**config.mk**
```make
export PLATFORM = sky130hd
export DESIGN_NAME = if_fetch_unit
export DESIGN_NICKNAME = d
export VERILOG_FILES = /design/src/rtl/if_pkg.sv /design/src/rtl/if_fetch_fifo.sv /design/src/rtl/if_fetch_unit.sv
export SDC_FILE = /design/constraint.sdc
export NUM_CORES = 1
export LEC_CHECK = 0
export CORE_UTILIZATION = 40
export DETAILED_ROUTE_END_ITERATION = 8
export PLACE_DENSITY_LB_ADDON = 0.12
export SYNTH_ARGS = -nofsm -noshare
export SYNTH_HDL_FRONTEND = slang
export SYNTH_SLANG_ARGS = --single-unit
```
**constraint.sdc**
```tcl
create_clock -name clk -period 5.8 [get_ports clk]
set_input_delay 1.16 -clock clk [delete_from_list [all_inputs] [get_ports clk]]
set_output_delay 1.16 -clock clk [all_outputs]
set_load 0.02 [all_outputs]
```
**src/rtl/if_pkg.sv**
```systemverilog
// Shared types and constants for the instruction-fetch stage.
// Optional performance counters in the top are enabled by defining IF_PERF_CNT_EN.
package if_pkg;

    localparam int unsigned PC_STEP = 4;
    localparam int unsigned DEFAULT_WORD_BITWIDTH = 32;

    // Default-width entry; the top derives a width-matched twin from WORD_BITWIDTH.
    typedef struct packed {
        logic [DEFAULT_WORD_BITWIDTH-1:0] pc;
        logic [DEFAULT_WORD_BITWIDTH-1:0] inst;
    } fetch_entry_t;

    // Occupancy counters must represent 0..depth inclusive.
    function automatic int cnt_w(input int depth);
        return $clog2(depth) + 1;
    endfunction

endpackage

```
**src/rtl/if_fetch_fifo.sv**
```systemverilog
// Synchronous first-word-fall-through FIFO of fetch entries.
// Clear has priority over push; a pop on an empty FIFO is ignored.
module if_fetch_fifo
    import if_pkg::*;
#(
    parameter int  DEPTH   = 4,
    parameter int  CNT_W   = cnt_w(DEPTH),
    parameter type entry_t = fetch_entry_t
) (
    input  logic             clk,
    input  logic             rst,
    input  logic             clear,
    input  logic             push,
    input  entry_t           push_data,
    input  logic             pop,
    output entry_t           head,
    output logic [CNT_W-1:0] count,
    output logic             full,
    output logic             empty
);

    localparam int AW = $clog2(DEPTH);

    entry_t           mem [DEPTH];
    logic [AW-1:0]    wr_ptr_reg;
    logic [AW-1:0]    rd_ptr_reg;
    logic [CNT_W-1:0] count_reg;
    logic             do_push;
    logic             do_pop;

    assign empty   = (count_reg == '0);
    assign full    = (count_reg == CNT_W'(DEPTH));
    assign do_pop  = pop && !empty;
    // A full FIFO may still accept a push when the head leaves in the same cycle.
    assign do_push = push && (!full || do_pop);
    assign count   = count_reg;
    assign head    = mem[rd_ptr_reg];

    always_ff @(posedge clk) begin
        if (do_push && !clear) begin
            mem[wr_ptr_reg] <= push_data;
        end
    end

    always_ff @(posedge clk) begin
        if (rst || clear) begin
            wr_ptr_reg <= '0;
            rd_ptr_reg <= '0;
            count_reg  <= '0;
        end else begin
            if (do_push) begin
                wr_ptr_reg <= wr_ptr_reg + AW'(1);
            end
            if (do_pop) begin
                rd_ptr_reg <= rd_ptr_reg + AW'(1);
            end
            count_reg <= count_reg + CNT_W'(do_push) - CNT_W'(do_pop);
        end
    end

    always_ff @(posedge clk) begin
        if (!rst && !clear) begin
            assert (!(push && full && !pop));
        end
    end

endmodule

```
**src/rtl/if_fetch_unit.sv**
```systemverilog
// Instruction-fetch stage: PC generation, credit-limited imem requests, prefetch FIFO to ID.
// Define IF_PERF_CNT_EN to add saturating fetch/redirect/drop performance counters.
module if_fetch_unit
    import if_pkg::*;
#(
    parameter int                       WORD_BITWIDTH = 32,
    parameter logic [WORD_BITWIDTH-1:0] RESET_PC      = '0,
    parameter int                       FIFO_DEPTH    = 4
) (
    input  logic                     clk,
    input  logic                     rst,
    input  logic                     redirect_valid,
    input  logic [WORD_BITWIDTH-1:0] redirect_pc,
    output logic                     imem_req_valid,
    input  logic                     imem_req_ready,
    output logic [WORD_BITWIDTH-1:0] imem_req_addr,
    input  logic                     imem_rsp_valid,
    input  logic [WORD_BITWIDTH-1:0] imem_rsp_data,
    output logic                     out_valid,
    input  logic                     out_ready,
    output logic [WORD_BITWIDTH-1:0] out_pc,
    output logic [WORD_BITWIDTH-1:0] out_inst
`ifdef IF_PERF_CNT_EN
    ,
    output logic [31:0]              perf_fetch_cnt,
    output logic [31:0]              perf_redirect_cnt,
    output logic [31:0]              perf_drop_cnt
`endif
);

    localparam int W     = WORD_BITWIDTH;
    localparam int CNT_W = cnt_w(FIFO_DEPTH);
    localparam logic [W-1:0] STEP = W'(PC_STEP);

    typedef struct packed {
        logic [W-1:0] pc;
        logic [W-1:0] inst;
    } entry_t;

    logic [W-1:0]     fetch_pc_reg, fetch_pc_next;
    logic [W-1:0]     rsp_pc_reg, rsp_pc_next;
    logic [W-1:0]     target_pc;
    logic [CNT_W-1:0] outstanding_reg, outstanding_next;
    logic [CNT_W-1:0] drop_cnt_reg, drop_cnt_next;
    logic [CNT_W-1:0] fifo_count;
    logic [CNT_W:0]   credit_used;
    logic             req_valid, req_accept;
    logic             rsp_drop, rsp_push, pop;
    logic             fifo_full, fifo_empty;
    entry_t           push_entry, head_entry;
    logic             unused_redirect_bits;

    assign target_pc            = {redirect_pc[W-1:2], 2'b00};
    assign unused_redirect_bits = ^redirect_pc[1:0];

    // Every slot is reserved at request time, so the FIFO can never overflow.
    assign credit_used = {1'b0, outstanding_reg} + {1'b0, fifo_count};
    assign req_valid   = !rst && !redirect_valid && (credit_used < (CNT_W+1)'(FIFO_DEPTH));
    assign req_accept  = req_valid && imem_req_ready;

    // Responses still owed to the old path, and any arriving with a redirect, are wrong-path.
    assign rsp_drop = imem_rsp_valid && (redirect_valid || (drop_cnt_reg != '0));
    assign rsp_push = imem_rsp_valid && !rsp_drop;
    assign pop      = out_valid && out_ready;

    assign push_entry.pc   = rsp_pc_reg;
    assign push_entry.inst = imem_rsp_data;

    assign imem_req_valid = req_valid;
    assign imem_req_addr  = fetch_pc_reg;
    assign out_valid      = !fifo_empty;
    assign out_pc         = fifo_empty ? '0 : head_entry.pc;
    assign out_inst       = fifo_empty ? '0 : head_entry.inst;

    always_comb begin
        fetch_pc_next    = fetch_pc_reg;
        rsp_pc_next      = rsp_pc_reg;
        drop_cnt_next    = drop_cnt_reg;
        outstanding_next = outstanding_reg + CNT_W'(req_accept) - CNT_W'(imem_rsp_valid);
        if (redirect_valid) begin
            fetch_pc_next = target_pc;
            rsp_pc_next   = target_pc;
            drop_cnt_next = outstanding_next;
        end else begin
            if (req_accept) begin
                fetch_pc_next = fetch_pc_reg + STEP;
            end
            if (rsp_push) begin
                rsp_pc_next = rsp_pc_reg + STEP;
            end
            if (rsp_drop) begin
                drop_cnt_next = drop_cnt_reg - CNT_W'(1);
            end
        end
    end

    always_ff @(posedge clk) begin
        if (rst) begin
            fetch_pc_reg    <= RESET_PC;
            rsp_pc_reg      <= RESET_PC;
            outstanding_reg <= '0;
            drop_cnt_reg    <= '0;
        end else begin
            fetch_pc_reg    <= fetch_pc_next;
            rsp_pc_reg      <= rsp_pc_next;
            outstanding_reg <= outstanding_next;
            drop_cnt_reg    <= drop_cnt_next;
        end
    end

    always_ff @(posedge clk) begin
        if (!rst) begin
            assert (outstanding_reg <= CNT_W'(FIFO_DEPTH));
            assert (!(rsp_push && fifo_full && !pop));
        end
    end

    if_fetch_fifo #(
        .DEPTH   (FIFO_DEPTH),
        .CNT_W   (CNT_W),
        .entry_t (entry_t)
    ) u_fifo (
        .clk       (clk),
        .rst       (rst),
        .clear     (redirect_valid),
        .push      (rsp_push),
        .push_data (push_entry),
        .pop       (pop),
        .head      (head_entry),
        .count     (fifo_count),
        .full      (fifo_full),
        .empty     (fifo_empty)
    );

`ifdef IF_PERF_CNT_EN
    logic [2:0] perf_inc;
    assign perf_inc = {rsp_drop, redirect_valid, req_accept};

    genvar gi;
    for (gi = 0; gi < 3; gi++) begin : g_perf
        logic [31:0] cnt_reg;
        always_ff @(posedge clk) begin
            if (rst) begin
                cnt_reg <= '0;
            end else if (perf_inc[gi] && !(&cnt_reg)) begin
                cnt_reg <= cnt_reg + 32'd1;
            end
        end
    end

    assign perf_fetch_cnt    = g_perf[0].cnt_reg;
    assign perf_redirect_cnt = g_perf[1].cnt_reg;
    assign perf_drop_cnt     = g_perf[2].cnt_reg;
`endif

endmodule

```
==> flow_summary_export.csv <==
group,metric,value,unit
clocking,clock-root-buffer,"clkbuf_16",
drt,routed_wl,28.8,mm
floorplan,initial_core_util,41.0,%
clocking,cts_buffer_depth,3,
power_and_ir_drop,vdd_ir_drop_max,0.000178,V
drt,num_vias,7859,
floorplan,io_pins,168,
power_and_ir_drop,power_switching,1.28,mW
final_layout,antenna_cells,0,
clocking,clkLatencyLatePin,0.51,ns
final_layout,largest_reg_flops,248,
floorplan,fp.coreArea,0.0329,mm^2
power_and_ir_drop,sw_frac_of_total,22.8,%
final_layout,syn_to_final_growth,24.7,%
synthesis,yosysTopAreaCell,"edfxtp_1",
clocking,cts_sinks,323,
outcome,status,"completed",
final_layout,drive_gt1_share,14.4,%
timing,rsz0062_at_grt,"no",
floorplan,die_area,0.0344,mm^2
critical_path,critPathCaptureType,"output pin",
timing,skew,0.0200,ns
clocking,cts_resized,0,
critical_path,critical_path_arrival,3.12,ns
synthesis,synth-edff-count,248,
timing,finalMaxSlewViolations,0,
drt,route.detailed.drc,0,
final_layout,nNetsFinal,1139,
timing,period_needed,4.28,ns
power_and_ir_drop,clkPwrFrac,41.8,%
critical_path,cp_slowest_cell,"dfxtp_4",
floorplan,die_w,186,um
synthesis,synth_area,0.0135,mm^2
power_and_ir_drop,p_int,4.33,mW
grt,grt_pass1_wl,44.6,mm
floorplan,fp.dieH,186,um
synthesis,syn_inst,884,
min_path,worstHoldPathType,"flip-flop to flip-flop",
synthesis,syn_area_per_cell,15.2,um^2
synthesis,yosys-top-cells-area,"edfxtp_1 55%, dfxtp_1 11%, mux4_2 10%",
power_and_ir_drop,p_leak,5.53,nW
placement,gp_congestion,0.803,
synthesis,synth_top_flop_cell,"edfxtp_1",
timing,setup_tns,0,ns
power_and_ir_drop,powerDensity,334,mW/mm^2
critical_path,path_cells,"buf_4, mux4_2, and2_1, clkdlybuf4s50_1",
clocking,clk_pin_slew,0.05,ns
floorplan,num_rows,66,
job,cap_violations,0,
placement,dp_hpwl,17.4,mm
drt,wire_per_inst,18.9,um
timing,worstMarginPinSlew,0.985,ns
critical_path,reg2reg_setup_slack,2.69,ns
timing,hold_viol,0,
critical_path,max_stage_delay,0.78,ns
timing,setup_viol,0,
critical_path,crit_family,"buffers and inverters",
clocking,postCtsSetupBuffers,0,
synthesis,ys_seq_area_share,66.4,%
critical_path,criticalPathCategory,"flip-flop to output pin",
drt,final_antenna_net_count,0,
synthesis,ys_seq_elements,323,
synthesis,ys_types,63,
synthesis,synthTopCellsByCount,"248 x edfxtp_1, 75 x dfxtp_1, 72 x and2_1, 62 x mux4_2, 40 x nand2_1",
critical_path,required,4.64,ns
grt,antenna_found_initial,0,
power_and_ir_drop,sequentialPowerShare,47.4,%
power_and_ir_drop,combPwrFrac,10.8,%
drt,viasPerCell,5.16,
timing,setup_ws,1.52,ns
clocking,htree_num_levels,2,
synthesis,synth.most_common_cell,"edfxtp_1",
synthesis,synth-async-reset-ratio,0,%
critical_path,critical_path.startpoint_type,"flip-flop",
grt,overflow,0,
grt,grt_start_max_net_pins,63,
placement,port-buffer-count,161,
critical_path,critical_path_peak_fanout,33,
timing,fmax,234,MHz
synthesis,yosysWarningCount,0,
synthesis,yosysTopAreaCellShare,55.2,%
clocking,cts_inserted_buffers,37,
timing,finalCritPeriodShare,73.7,%
clocking,tritoncts,"built",
drt,dr.pass1.iters,7,
grt,first_global_vias,7922,
critical_path,crit_buf_inv,2,
clocking,ctsHoldBuffers,0,
grt,track_usage,17.0,%
placement,place_ws,1.64,ns
timing,relSlewSlack,34.4,%
drt,drtIter0Drc,412,
==> placed cells by master (no fill, tap or decap), types with 17 or more instances in the layout <==
master / synthesis / layout
clkbuf_16: 0 / 37
xor2_1: 29 / 29
nand3_1: 23 / 23
edfxtp_1: 248 / 248
dfxtp_1: 75 / 73
nand2_1: 40 / 40
a21oi_1: 24 / 24
nor2_1: 39 / 39
mux4_2: 62 / 62
inv_1: 25 / 25
clkdlybuf4s50_1: 0 / 160
and2_1: 72 / 68
a31oi_1: 17 / 17
nand4_1: 21 / 21
a211oi_1: 21 / 21
xnor2_1: 17 / 17
==> final timing paths <==
check | from | end | depth (start not counted)
setup / recovery | flip-flop | out_pc[11] | 4
hold / removal | imem_req_addr[10] | imem_req_addr[10] | 2
setup reg to reg | u_fifo.count[2] | drop_cnt_reg[2] | 13
hold reg to reg | imem_req_addr[10] | imem_req_addr[10] | 2
==> cells by family (layout without fill, tap and decap cells) <==
kind of cell / Yosys count / after routing / share of synthesized area [%]
fa+ha+maj: 16 / 16 / 1.60
simple gates: 252 / 252 / 10.9
compound gates: 103 / 103 / 5.00
other cells: 1 / 4 / 0.0278
flops: 323 / 323 / 66.4
buf+inv: 76 / 269 / 2.31
mux: 67 / 67 / 10.8
xor+xnor: 46 / 46 / 2.99
==> power groups by stage <==
stage | Sequential (mW) | Combinational, mW | Clock, mW
final | 2.66 | 0.607 | 2.34
after global routing | 2.67 | 0.664 | 2.50
after CTS | 2.66 | 0.621 | 2.41
after detailed placement | 2.71 | 0.619 | 0
after global placement | 2.70 | 0.613 | 0
after floorplan | 2.70 | 0.346 | 0
==> final cells by class <==
cell class,instances,area [um^2]
fill,2823,16100
sequential,323,8950
multi-input combinational,488,4240
timing repair buffer,176,1730
clock buffer,47,973
tap,442,553
clock inverter,19,255
inverter,27,101
==> layer usage <==
metal	routed length [um]	part of all wire [%]	global-route usage [%]	vias to the layer above
li1	-	-	-	3719
met3	1640	5.7	3.31	38
met1	13000	45	23.0	3856
met4	522	1.8	4.66	0
met5	0	0	0	-
met2	13600	47	28.0	246
==> through the flow <==
| stage | utilization, % | power [mW] | hold WS [ns] | instances | area, um^2 |
|---|---|---|---|---|---|
| 2_1_floorplan | - | 3.04 | 0.460 | 887 | 13500 |
| 3_3_place_gp | 47.4 | 3.32 | 0.507 | 1456 | 15600 |
| 3_5_place_dp | 47.4 | 3.33 | 0.520 | 1456 | 15600 |
| 4_1_cts | 51.1 | 5.69 | 0.532 | 1522 | 16800 |
| 5_1_grt | 51.1 | 5.84 | 0.563 | 1522 | 16800 |
| 6_report | 51.1 | 5.61 | 0.524 | 1522 | 16800 |
==> tightest hold or removal path, stage by stage (launching register included) <==
cell and delay, ns:
dfxtp_1 0.33, o21ai_0 0.08, a21oi_1 0.06
Power figures use the tool's default switching activity.
